--- config.mk ---
export PLATFORM = sky130hd
export DESIGN_NAME = mux4_scan_ctrl
export DESIGN_NICKNAME = d
export VERILOG_FILES = /design/src/rtl/mux4_scan_ctrl.sv
export SDC_FILE = /design/constraint.sdc
export NUM_CORES = 1
export LEC_CHECK = 0
export CELL_PAD_IN_SITES_DETAIL_PLACEMENT = 0
export CELL_PAD_IN_SITES_GLOBAL_PLACEMENT = 1
export CORE_MARGIN = 8
export CORE_UTILIZATION = 33
export CTS_BUF_LIST = sky130_fd_sc_hd__clkbuf_8
export CTS_CLUSTER_DIAMETER = 80
export DETAILED_ROUTE_END_ITERATION = 7
export GPL_TIMING_DRIVEN = 0
export PLACE_DENSITY = 0.77
export RECOVER_POWER = 25
export SYNTH_ARGS = -nofsm -noshare
export SYNTH_HDL_FRONTEND = slang
export SYNTH_SLANG_ARGS = --single-unit
export TNS_END_PERCENT = 30
--- constraint.sdc ---
create_clock -name clk -period 1.9 [get_ports clk]
set_clock_uncertainty 0.2 [all_clocks]
set_input_delay 0.285 -clock clk [delete_from_list [all_inputs] [get_ports clk]]
set_output_delay 0.285 -clock clk [all_outputs]
set_load 0.01 [all_outputs]
--- src/rtl/mux4_scan_ctrl.sv ---
// -----------------------------------------------------------------------------
// mux4_scan_ctrl
//
// Round-robin scan controller for a 4-channel word mux. It picks the next
// requesting channel, drives the mux select, waits SETTLE extra cycles for the
// mux output to settle, captures the selected word and holds it on a
// valid/ready output together with its channel tag. The winning source gets a
// one-cycle, one-hot ack when its word is captured.
//
// Optional build macro: MUX_SCAN_PARITY_EN
//   When defined, an extra output out_par carries the even parity (XOR) of the
//   captured word. When undefined, neither the port nor the logic exists.
//
// Parameters
//   WIDTH   data width of the mux word (default 16)
//   SETTLE  extra settle cycles between select change and capture (0..3)
//
// Ports
//   clk        in   1      rising-edge clock
//   rst_n      in   1      asynchronous active-low reset
//   req        in   4      per-channel data-pending request
//   mux_in     in   WIDTH  word returned by the external 4-way mux
//   sel        out  2      channel select to the external mux
//   ack        out  4      one-hot, one-cycle capture pulse to the winner
//   out_data   out  WIDTH  captured word
//   out_ch     out  2      channel index of out_data
//   out_valid  out  1      out_data/out_ch valid
//   out_par    out  1      parity of out_data (MUX_SCAN_PARITY_EN only)
//   out_ready  in   1      downstream accept (handshake on valid && ready)
// -----------------------------------------------------------------------------
module mux4_scan_ctrl #(
  parameter int WIDTH  = 16,
  parameter int SETTLE = 0
) (
  input  logic             clk,
  input  logic             rst_n,
  input  logic [3:0]       req,
  input  logic [WIDTH-1:0] mux_in,
  output logic [1:0]       sel,
  output logic [3:0]       ack,
  output logic [WIDTH-1:0] out_data,
  output logic [1:0]       out_ch,
  output logic             out_valid,
`ifdef MUX_SCAN_PARITY_EN
  output logic             out_par,
`endif
  input  logic             out_ready
);

  typedef enum logic [1:0] {
    ST_IDLE = 2'd0,
    ST_WAIT = 2'd1,
    ST_HOLD = 2'd2
  } state_e;

  // SETTLE is limited to 0..3, so the 2-bit counter reaches it without wrapping.
  localparam logic [1:0] SETTLE_CNT = 2'(SETTLE);

  state_e           state_q, state_d;
  logic [1:0]       sel_q, sel_d;
  logic [1:0]       last_q, last_d;
  logic [1:0]       cnt_q, cnt_d;
  logic [3:0]       ack_q, ack_d;
  logic [WIDTH-1:0] out_data_q, out_data_d;
  logic [1:0]       out_ch_q, out_ch_d;
  logic             out_valid_q, out_valid_d;
`ifdef MUX_SCAN_PARITY_EN
  logic             out_par_q, out_par_d;
`endif

  logic             grant_valid;
  logic [1:0]       grant_ch;
  logic [1:0]       cand;
  logic             settle_done;
  logic             accept;

  // Round-robin search: start one past the last winner and take the first
  // requesting channel. Starting after last_q is what gives every held
  // request a grant within four grants, while a lone requester still wins
  // back-to-back because the search wraps round to it.
  always_comb begin
    grant_valid = 1'b0;
    grant_ch    = last_q;
    cand        = 2'd0;
    for (int i = 1; i <= 4; i++) begin
      cand = last_q + 2'(i);
      if (!grant_valid && req[cand]) begin
        grant_valid = 1'b1;
        grant_ch    = cand;
      end
    end
  end

  assign settle_done = (cnt_q == SETTLE_CNT);
  assign accept      = out_valid_q && out_ready;

  // State register plus all registered outputs. Reset is asynchronous so an
  // in-flight scan is dropped immediately; last resets to 3 so the first
  // search after reset begins at channel 0.
  always_ff @(posedge clk or negedge rst_n) begin
    if (!rst_n) begin
      state_q     <= ST_IDLE;
      sel_q       <= 2'd0;
      last_q      <= 2'd3;
      cnt_q       <= 2'd0;
      ack_q       <= 4'd0;
      out_data_q  <= '0;
      out_ch_q    <= 2'd0;
      out_valid_q <= 1'b0;
`ifdef MUX_SCAN_PARITY_EN
      out_par_q   <= 1'b0;
`endif
    end else begin
      state_q     <= state_d;
      sel_q       <= sel_d;
      last_q      <= last_d;
      cnt_q       <= cnt_d;
      ack_q       <= ack_d;
      out_data_q  <= out_data_d;
      out_ch_q    <= out_ch_d;
      out_valid_q <= out_valid_d;
`ifdef MUX_SCAN_PARITY_EN
      out_par_q   <= out_par_d;
`endif
    end
  end

  // Next-state logic. Requests are looked at only in IDLE; once a channel is
  // selected the capture always completes, even if its request drops.
  always_comb begin
    state_d = state_q;
    unique case (state_q)
      ST_IDLE: if (grant_valid) state_d = ST_WAIT;
      ST_WAIT: if (settle_done) state_d = ST_HOLD;
      ST_HOLD: if (accept)      state_d = ST_IDLE;
      default:                  state_d = ST_IDLE;
    endcase
  end

  // Output / datapath logic. Everything holds by default and ack falls back
  // to zero, which makes ack a single-cycle pulse issued only on capture.
  // The accept cycle returns to IDLE without arbitrating, so a new grant can
  // happen no earlier than the following edge.
  always_comb begin
    sel_d       = sel_q;
    last_d      = last_q;
    cnt_d       = cnt_q;
    ack_d       = 4'd0;
    out_data_d  = out_data_q;
    out_ch_d    = out_ch_q;
    out_valid_d = out_valid_q;
`ifdef MUX_SCAN_PARITY_EN
    out_par_d   = out_par_q;
`endif
    unique case (state_q)
      ST_IDLE: begin
        if (grant_valid) begin
          sel_d  = grant_ch;
          last_d = grant_ch;
          cnt_d  = 2'd0;
        end
      end
      ST_WAIT: begin
        if (settle_done) begin
          out_data_d  = mux_in;
          out_ch_d    = sel_q;
          out_valid_d = 1'b1;
          ack_d       = 4'b0001 << sel_q;
`ifdef MUX_SCAN_PARITY_EN
          out_par_d   = ^mux_in;
`endif
        end else begin
          cnt_d = cnt_q + 2'd1;
        end
      end
      ST_HOLD: begin
        if (accept) out_valid_d = 1'b0;
      end
      default: begin
        out_valid_d = 1'b0;
      end
    endcase
  end

  assign sel       = sel_q;
  assign ack       = ack_q;
  assign out_data  = out_data_q;
  assign out_ch    = out_ch_q;
  assign out_valid = out_valid_q;
`ifdef MUX_SCAN_PARITY_EN
  assign out_par   = out_par_q;
`endif

endmodule

Word level (Yosys, flattened, before mapping)
Cells that the tools add are included.
{ "totals": {"regBits": 31, "latch_bits": 0, "mem_bits_rw": 0, "mem_bits_ro": 0, "input_bits": 23, "output_inout_bits": 25, "wordCells": 67, "mem_count": 0} }
{ "classes": {"n_addsub": 4, "n_mul": 0, "div": 0, "n_lt_le_gt_ge": 4, "n_eq_ne": 6, "shift": 1, "mux": 28, "bitwise_logic": 1, "reduce_logical": 15} }
{ "ops": {"columns": ["operator", "count"], "rows": [
  ["$mux 2", 9],
  ["$lt 2x3->1 const B", 4],
  ["$mux 1", 10],
  ["$reduce_and 3->1", 3],
  ["$bmux 1 s2", 4],
  ["$mux 4", 2],
  ["$ne 2x2->1 const B", 4],
  ["$pmux 2 s3", 1],
  ["$add 2x1->2 const B", 2],
  ["$add 2x2->2 const B", 2],
  ["$logic_and 1x1->1", 4],
  ["$logic_not 2->1", 2],
  ["$pmux 2 s2", 1],
  ["$reduce_and 2->1", 2],
  ["$shl 1x2->4 const A", 1],
  ["$logic_not 1->1", 3],
  ["$pmux 1 s3", 1],
  ["$eq 2x1->1 const B", 1],
  ["$eq 2x2->1 const B", 1],
  ["$reduce_bool 2->1", 1],
  ["$not 1->1", 1]
]} }

Longest topological paths before layout
Gate-level depths: netlist of the first run.
{ "depth": {"word_depth": 15, "ltp_mapped": 8, "depth_no_buf": 5} }

Worst setup path before layout of the first run
Ideal clock, no wire load.
{ "synth_timing": {"path_kind": "register to register", "start": "register cnt_q[0]", "end": "register out_ch_q[0] (netlist: out_ch[0])", "setup_ns": 0.117, "t_arrival_ns": 1.288, "required_ns": 1.583, "slack_ns": 0.295, "path_stages_with_launch": 9, "path_buffers": 3, "period_less_slack_ns": 1.605, "path_cell_list": "dfrtp_1 inv_1 ha_1 clkbuf_2 and3b_1 buf_2 buf_4 nand2_1 nand2_1"} }
{ "synth_between": {"elab_chain_len": 2} }
{ "synth_rtl": {"columns": ["item", "line", "text"], "rows": [
  ["start: declaration", "62", "logic [1:0] cnt_q, cnt_d;"],
  ["start signal: assignment", "117", "cnt_q <= cnt_d;"],
  ["$logic_not 2->1", "94", "assign settle_done = (cnt_q == SETTLE_CNT);"],
  ["$reduce_and 2->1 (no line)", null, null],
  ["end signal: assignment", "120", "out_ch_q <= out_ch_d;"],
  ["end: declaration", "65", "logic [1:0] out_ch_q, out_ch_d;"]
]} }
No other way between the ends.
A chain may end at the register's enable or synchronous reset.

Worst setup path in the final report of the first run
{ "layout_timing": {"start": "register sel_q[0] (netlist: sel[0])", "end": "output port sel[0]"} }
{ "layout_rtl": {"columns": ["item", "line", "text"], "rows": [
  ["start: declaration", "60", "logic [1:0] sel_q, sel_d;"],
  ["start signal: assignment", "115", "sel_q <= sel_d;"],
  ["end: declaration", "39", "output logic [1:0] sel,"]
]} }
No word-level cell between the ends.

==> results of run 1 <==
==> per-stage QoR <==
step | hold slack [ns] | util (%) | area, um2 | std cells | total power, mW
2_1_floorplan | -0.211 | - | 1300 | 134 | 1.93
3_3_place_gp | 0.257 | 47.2 | 1840 | 231 | 2.63
3_5_place_dp | 0.262 | 47.2 | 1840 | 231 | 2.69
4_1_cts | 0.276 | 49.3 | 1920 | 239 | 3.17
5_1_grt | 0.296 | 49.4 | 1920 | 240 | 3.36
6_report | 0.272 | 49.4 | 1920 | 240 | 3.12
==> cells by family (layout without fill, tap and decap cells) <==
family	Yosys count	in the layout	share of synthesized area [%]
buffers and inverters	11	67	4.03
AO/OA/AOI/OAI	17	17	10.4
adder cells (fa/ha/maj)	1	1	0.960
flip-flops	31	31	59.8
AND/OR/NAND/NOR	72	72	23.3
multiplexers	2	2	1.54
==> area by class of cell <==
cell class | instances | area (um2)
Clock inverter | 3 | 11.3
Sequential cell | 31 | 778
Inverter | 4 | 15.0
Timing Repair Buffer | 48 | 475
Multi-Input combinational cell | 92 | 472
Tap cell | 50 | 62.6
Buffer | 7 | 37.5
Fill cell | 380 | 1960
Clock buffer | 5 | 68.8
==> placed cells by master (no fill, tap or decap), drive strengths merged, types with 2 or more instances in the layout <==
cell type | netlist | routed
nand2 | 57 | 57
nor3 | 3 | 3
clkdlybuf4s50 | 0 | 46
a21oi | 4 | 4
a2bb2oi | 2 | 2
o21ai | 2 | 2
nor3b | 2 | 2
buf | 6 | 6
dfrtp | 29 | 29
o2bb2ai | 4 | 4
nor2 | 5 | 5
inv | 4 | 7
clkbuf | 1 | 7
dfstp | 2 | 2
mux2i | 2 | 2
==> per-layer routing <==
layer,wire (um),global-route usage (%)
met5,0,0
met2,1550,16.3
met4,53,5.56
met1,1460,13.0
met3,259,3.95
==> sequential cells by signal, indices dropped and copies added (netlist names) <==
name / cells
ack: 4
cnt_q: 2
last_q: 2
out_ch: 2
out_data: 16
out_valid: 1
sel: 2
state_q: 2
==> power groups by stage <==
stage	clock network, mW	logic (mW)	registers, mW
after detailed placement	0	1.52	1.18
after floorplan	0	0.666	1.27
after CTS	0.483	1.52	1.17
final	0.467	1.49	1.16
after global placement	0	1.47	1.16
after global routing	0.512	1.64	1.21
==> repair_timing <==
| action | 4_1_cts | 5_1_grt |
|---|---|---|
| setup buffers | 0 | 0 |
| endpoints found under the hold margin | 0 | 29 |
| hold buffers | 0 | 1 |
==> worst paths after layout <==
kind / end
max: sel[0]
min: out_data[14]$_DFFE_PN0P_
max reg2reg: out_data[12]$_DFFE_PN0P_
min reg2reg: out_data[14]$_DFFE_PN0P_
max in group asynchronous: out_data[15]$_DFFE_PN0P_
min in group asynchronous: sel[0]$_DFFE_PN0P_
==> qor.csv, run 1 <==
metric,value,unit
via_per_inst,4.55,
synth.most_common_cell,nand2_1,
startpoint,sel[0]$_DFFE_PN0P_,
critPathBufInv,1,
tightest_slew,0.752,ns
grt_overflow,0,
power_frac_clock,15.0,%
gp_congestion,0.694,
ctsResizeCount,0,
setup_viol,0,
synth_area_leaders,"dfrtp_1 56%, nand2_1 16%, dfstp_2 4.0%",
synth_nets,158,
io_buffers,47,
final.min_clock_period,1.81,ns
boundaryPins,48,
p_leak,0.910,nW
grt_pass1_vias,1070,
synth_area,1300,um2
track_usage,10.7,%
dp_slack,-0.239,ns
setup_slack,0.0886,ns
min-delay-start,out_data[14]$_DFFE_PN0P_,
drt-initial-drc-count,54,
yosysTopAreaCell,dfrtp_1,
grt_first_pass_wirelength,5260,um
avgSynthCellArea,9.72,um2
ys_top_cells_by_count,"57 x nand2_1, 29 x dfrtp_1, 5 x buf_2, 5 x nor2_1",
core-area,3880,um2
power_density,1620,nW/um2
routedWlPerCell,13.8,um
cp_cell_sequence,clkdlybuf4s50_1,
fp.dieH,78.8,um
dr_total_vias,1092,
synthToLayoutAreaGrowth,47.5,%
p_int,1.98,mW
grt_max_degree,32,
rsz0062_at_grt,false,
ys_ff_latch,31,
final-hold-violation-count,0,
synth-main-ff-cell,dfrtp_1,
clk_latency,0.27,ns
drv_slew,0,
crit_type,flip-flop to output pin,
worstPathArrival,1.33,ns
drc_errors,0,
cp_data_required_time,1.41,ns
fin_crit_sh,95.3,%
min_path_cells,2,
min_path_type,flip-flop to flip-flop,
async_flop_share,100,%
tns,0,ns
synthCells,134,
cts-root-buf,clkbuf_8,
swShare,36.4,%
htreeDepth,2,
critPathTopFamily,buffers and inverters,
critPathLaunchType,flip-flop,
ir_drop,615,uV
antenna_found_initial,0,
seqPwrFrac,37.3,%
routed_wirelength,3320,um
status,finished clean,
p_sw,1.13,mW
yosysSeqAreaShare,59.8,%
worstReg2RegStart,cnt_q[0]$_DFFE_PN0P_,
maxCapViolCount,0,
cpPeakStageDelay,0.59,ns
dieArea,6210,um2
r2r_slack,0.12,ns
drt.antenna.violating_nets,0,
slowest_stage,clkdlybuf4s50_1,
nets,213,
worst-path-max-fanout,7,
synth_edf_count,0,
fp.dieW,78.8,um
synth_warnings,0,
synth_cell_types,26,
endpoint_kind,output pin,
drt_pre_antenna_iters,4,
cts_buffer_depth,2,
slew_headroom,49.8,%
synth_top_area_share,55.7,%
hpwl,2480,um
combPwrFrac,47.8,%
cts_made_buffers,5,
worst-path-stages,1,
clock-sinks,31,
initial_utilization,33.5,%
num_rows,23,
r2r_cells,8,
timing.fmax,552,MHz
drive_gt1_share,9.47,%
cts_tree,done,
diodes,0,
clk_pin_slew,0.06,ns
(Power assumes the default switching activity.)
==> run 2: changes to the inputs <==
--- a/config.mk
+++ b/config.mk
@@ -7,12 +7,10 @@
 export LEC_CHECK = 0
 export CELL_PAD_IN_SITES_DETAIL_PLACEMENT = 0
 export CELL_PAD_IN_SITES_GLOBAL_PLACEMENT = 1
-export CORE_MARGIN = 8
 export CORE_UTILIZATION = 33
 export CTS_BUF_LIST = sky130_fd_sc_hd__clkbuf_8
 export CTS_CLUSTER_DIAMETER = 80
 export DETAILED_ROUTE_END_ITERATION = 7
-export GPL_TIMING_DRIVEN = 0
 export PLACE_DENSITY = 0.77
 export RECOVER_POWER = 25
 export SYNTH_ARGS = -nofsm -noshare
==> run 2 against run 1 <==
Utilization up 1.9 points. Routed wire length decreased by 12%. Sequential share of layout area rose by 0.29 points. Largest power group unchanged. Final cell count is 2.5% lower. Flip-flop and latch count unchanged. Die area is 32% lower.
==> qor.csv, run 2 (synthesis results as in run 1) <==
metric,value,unit,change
nets,210,,-1.4%
cp_data_required_time,1.41,ns,about the same
p_int,1.99,mW,+0.13%
cts_made_buffers,5,,unchanged
drt-initial-drc-count,34,,-37%
min-delay-start,out_data[14]$_DFFE_PN0P_,,
routedWlPerCell,12.4,um,-10%
r2r_cells,6,,-2
dr_total_vias,1116,,+2.2%
power_frac_clock,14.8,%,-0.2 points
status,finished clean,,
grt_max_degree,32,,unchanged
fp.dieH,64.8,um,-18%
min_path_type,flip-flop to flip-flop,,
synthToLayoutAreaGrowth,46.4,%,
p_leak,0.895,nW,-1.6%
antenna_found_initial,0,,unchanged
ctsResizeCount,0,,unchanged
grt_pass1_vias,1040,,-2.8%
io_buffers,47,,unchanged
rsz0062_at_grt,false,,
drt_pre_antenna_iters,4,,unchanged
final_cell_mix,"57 x nand2_1, 46 x clkdlybuf4s50_1, 29 x dfrtp_1",,
routed_wirelength,2910,um,-12%
cpPeakStageDelay,0.59,ns,about the same
crit_type,flip-flop to output pin,,
clock-sinks,31,,unchanged
worstPathArrival,1.34,ns,about the same
gp_congestion,0.680,,-1.9%
drc_errors,0,,unchanged
initial_utilization,35.1,%,+1.5 points
num_rows,22,,-4.3%
p_total,3.10,mW,-0.68%
cts-root-buf,clkbuf_8,,
seqPwrFrac,39.6,%,+2.3 points
slew_headroom,49.9,%,about the same
grt_first_pass_wirelength,4730,um,-10%
fillers,355,,-6.6%
setup_slack,0.0789,ns,-0.00970 ns
critPathBufInv,1,,unchanged
worstReg2RegEnd,ack[2]$_DFF_PN0_,,
post-place-cells,227,,-1.7%
dieArea,4200,um2,-32%
final-hold-violation-count,0,,unchanged
cts_hold_buffers,0,,unchanged
track_usage,15.3,%,+4.6 points
diodes,0,,unchanged
timing.fmax,549,MHz,-0.53%
combPwrFrac,45.6,%,-2.2 points
cts_setup_buffers,0,,unchanged
final_common_cell,nand2_1,,
final_util,51.3,%,+1.9 points
min_to,out_data[14]$_DFFE_PN0P_,,
clk_pin_slew,0.06,ns,about the same
cp_cell_sequence,clkdlybuf4s50_1,,
final.min_clock_period,1.82,ns,+0.00970 ns
grt_overflow,0,,unchanged
final_cells,234,,-2.5%
swShare,35.8,%,-0.52 points
worst-path-max-fanout,7,,unchanged
fp.dieW,64.8,um,-18%
via_per_inst,4.77,,+4.8%
critPathTopFamily,buffers and inverters,,
dp_slack,0.0111,ns,+0.250 ns
min_path_cells,2,,unchanged
drive_gt1_share,8.06,%,-1.4 points
drt.antenna.violating_nets,0,,unchanged
slowest_stage,clkdlybuf4s50_1,,
largest_reg_flops,16,,unchanged
clk_latency,0.27,ns,about the same
core-area,3720,um2,-4.3%
setup_viol,0,,unchanged
boundaryPins,48,,unchanged
p_sw,1.11,mW,-2.1%
tightest_slew,0.752,ns,-0.000731 ns
endpoint_kind,output pin,,
cts_buffer_depth,2,,unchanged
htreeDepth,2,,unchanged
worstReg2RegStart,cnt_q[0]$_DFFE_PN0P_,,
power_density,1620,nW/um2,about the same
r2r_slack,0.27,ns,+0.15 ns
drv_slew,0,,unchanged
cts_tree,done,,
maxCapViolCount,0,,unchanged
critPathLaunchType,flip-flop,,
hpwl,2070,um,-16%
fin_crit_sh,95.8,%,+0.51 points
tns,0,ns,unchanged
ir_drop,611,uV,-0.68%
## run 2: final cells by class
type / count / area [um2] / share of cell area (%)
Sequential cell: 31 / 778 / 40.8
Clock buffer: 5 / 68.8 / 3.61
Inverter: 4 / 15.0 / 0.787
Clock inverter: 2 / 7.51 / 0.394
Multi-Input combinational cell: 92 / 472 / 24.7
Timing Repair Buffer: 52 / 505 / 26.5
Tap cell: 48 / 60.1 / 3.15
## run 2: worst max-delay path by stage
stage,depth (start not counted),to,from
2_1_floorplan,8,out_ch[0]$_DFFE_PN0P_,cnt_q[0]$_DFFE_PN0P_
6_report,1,sel[0],sel[0]$_DFFE_PN0P_
3_3_place_gp,4,cnt_q[0]$_DFFE_PN0P_,req[1]
5_1_grt,1,sel[0],sel[0]$_DFFE_PN0P_
4_1_cts,1,sel[0],sel[0]$_DFFE_PN0P_
3_5_place_dp,4,cnt_q[0]$_DFFE_PN0P_,req[1]
## run 2: power groups by stage
stage	combinational, mW	sequential [mW]	clock [mW]
after floorplan	0.666	1.27	0
after global placement	1.40	1.22	0
after detailed placement	1.43	1.24	0
after CTS	1.44	1.23	0.472
after global routing	1.56	1.28	0.505
final	1.41	1.23	0.457
## run 2: through the flow
stage	cell area [um2]	hold slack, ns
floorplan	1300	-0.211
global placement	1830	0.258
detailed placement	1830	0.261
CTS	1910	0.215
global route	1910	0.294
finish	1910	0.270
## run 2: metal layers
layer	up-vias	wire, um	GRT usage, %
li1	544	-	-
met1	524	1250	17.9
met2	43	1420	25.3
met3	5	215	6.34
met4	0	30	5.00
met5	-	0	0
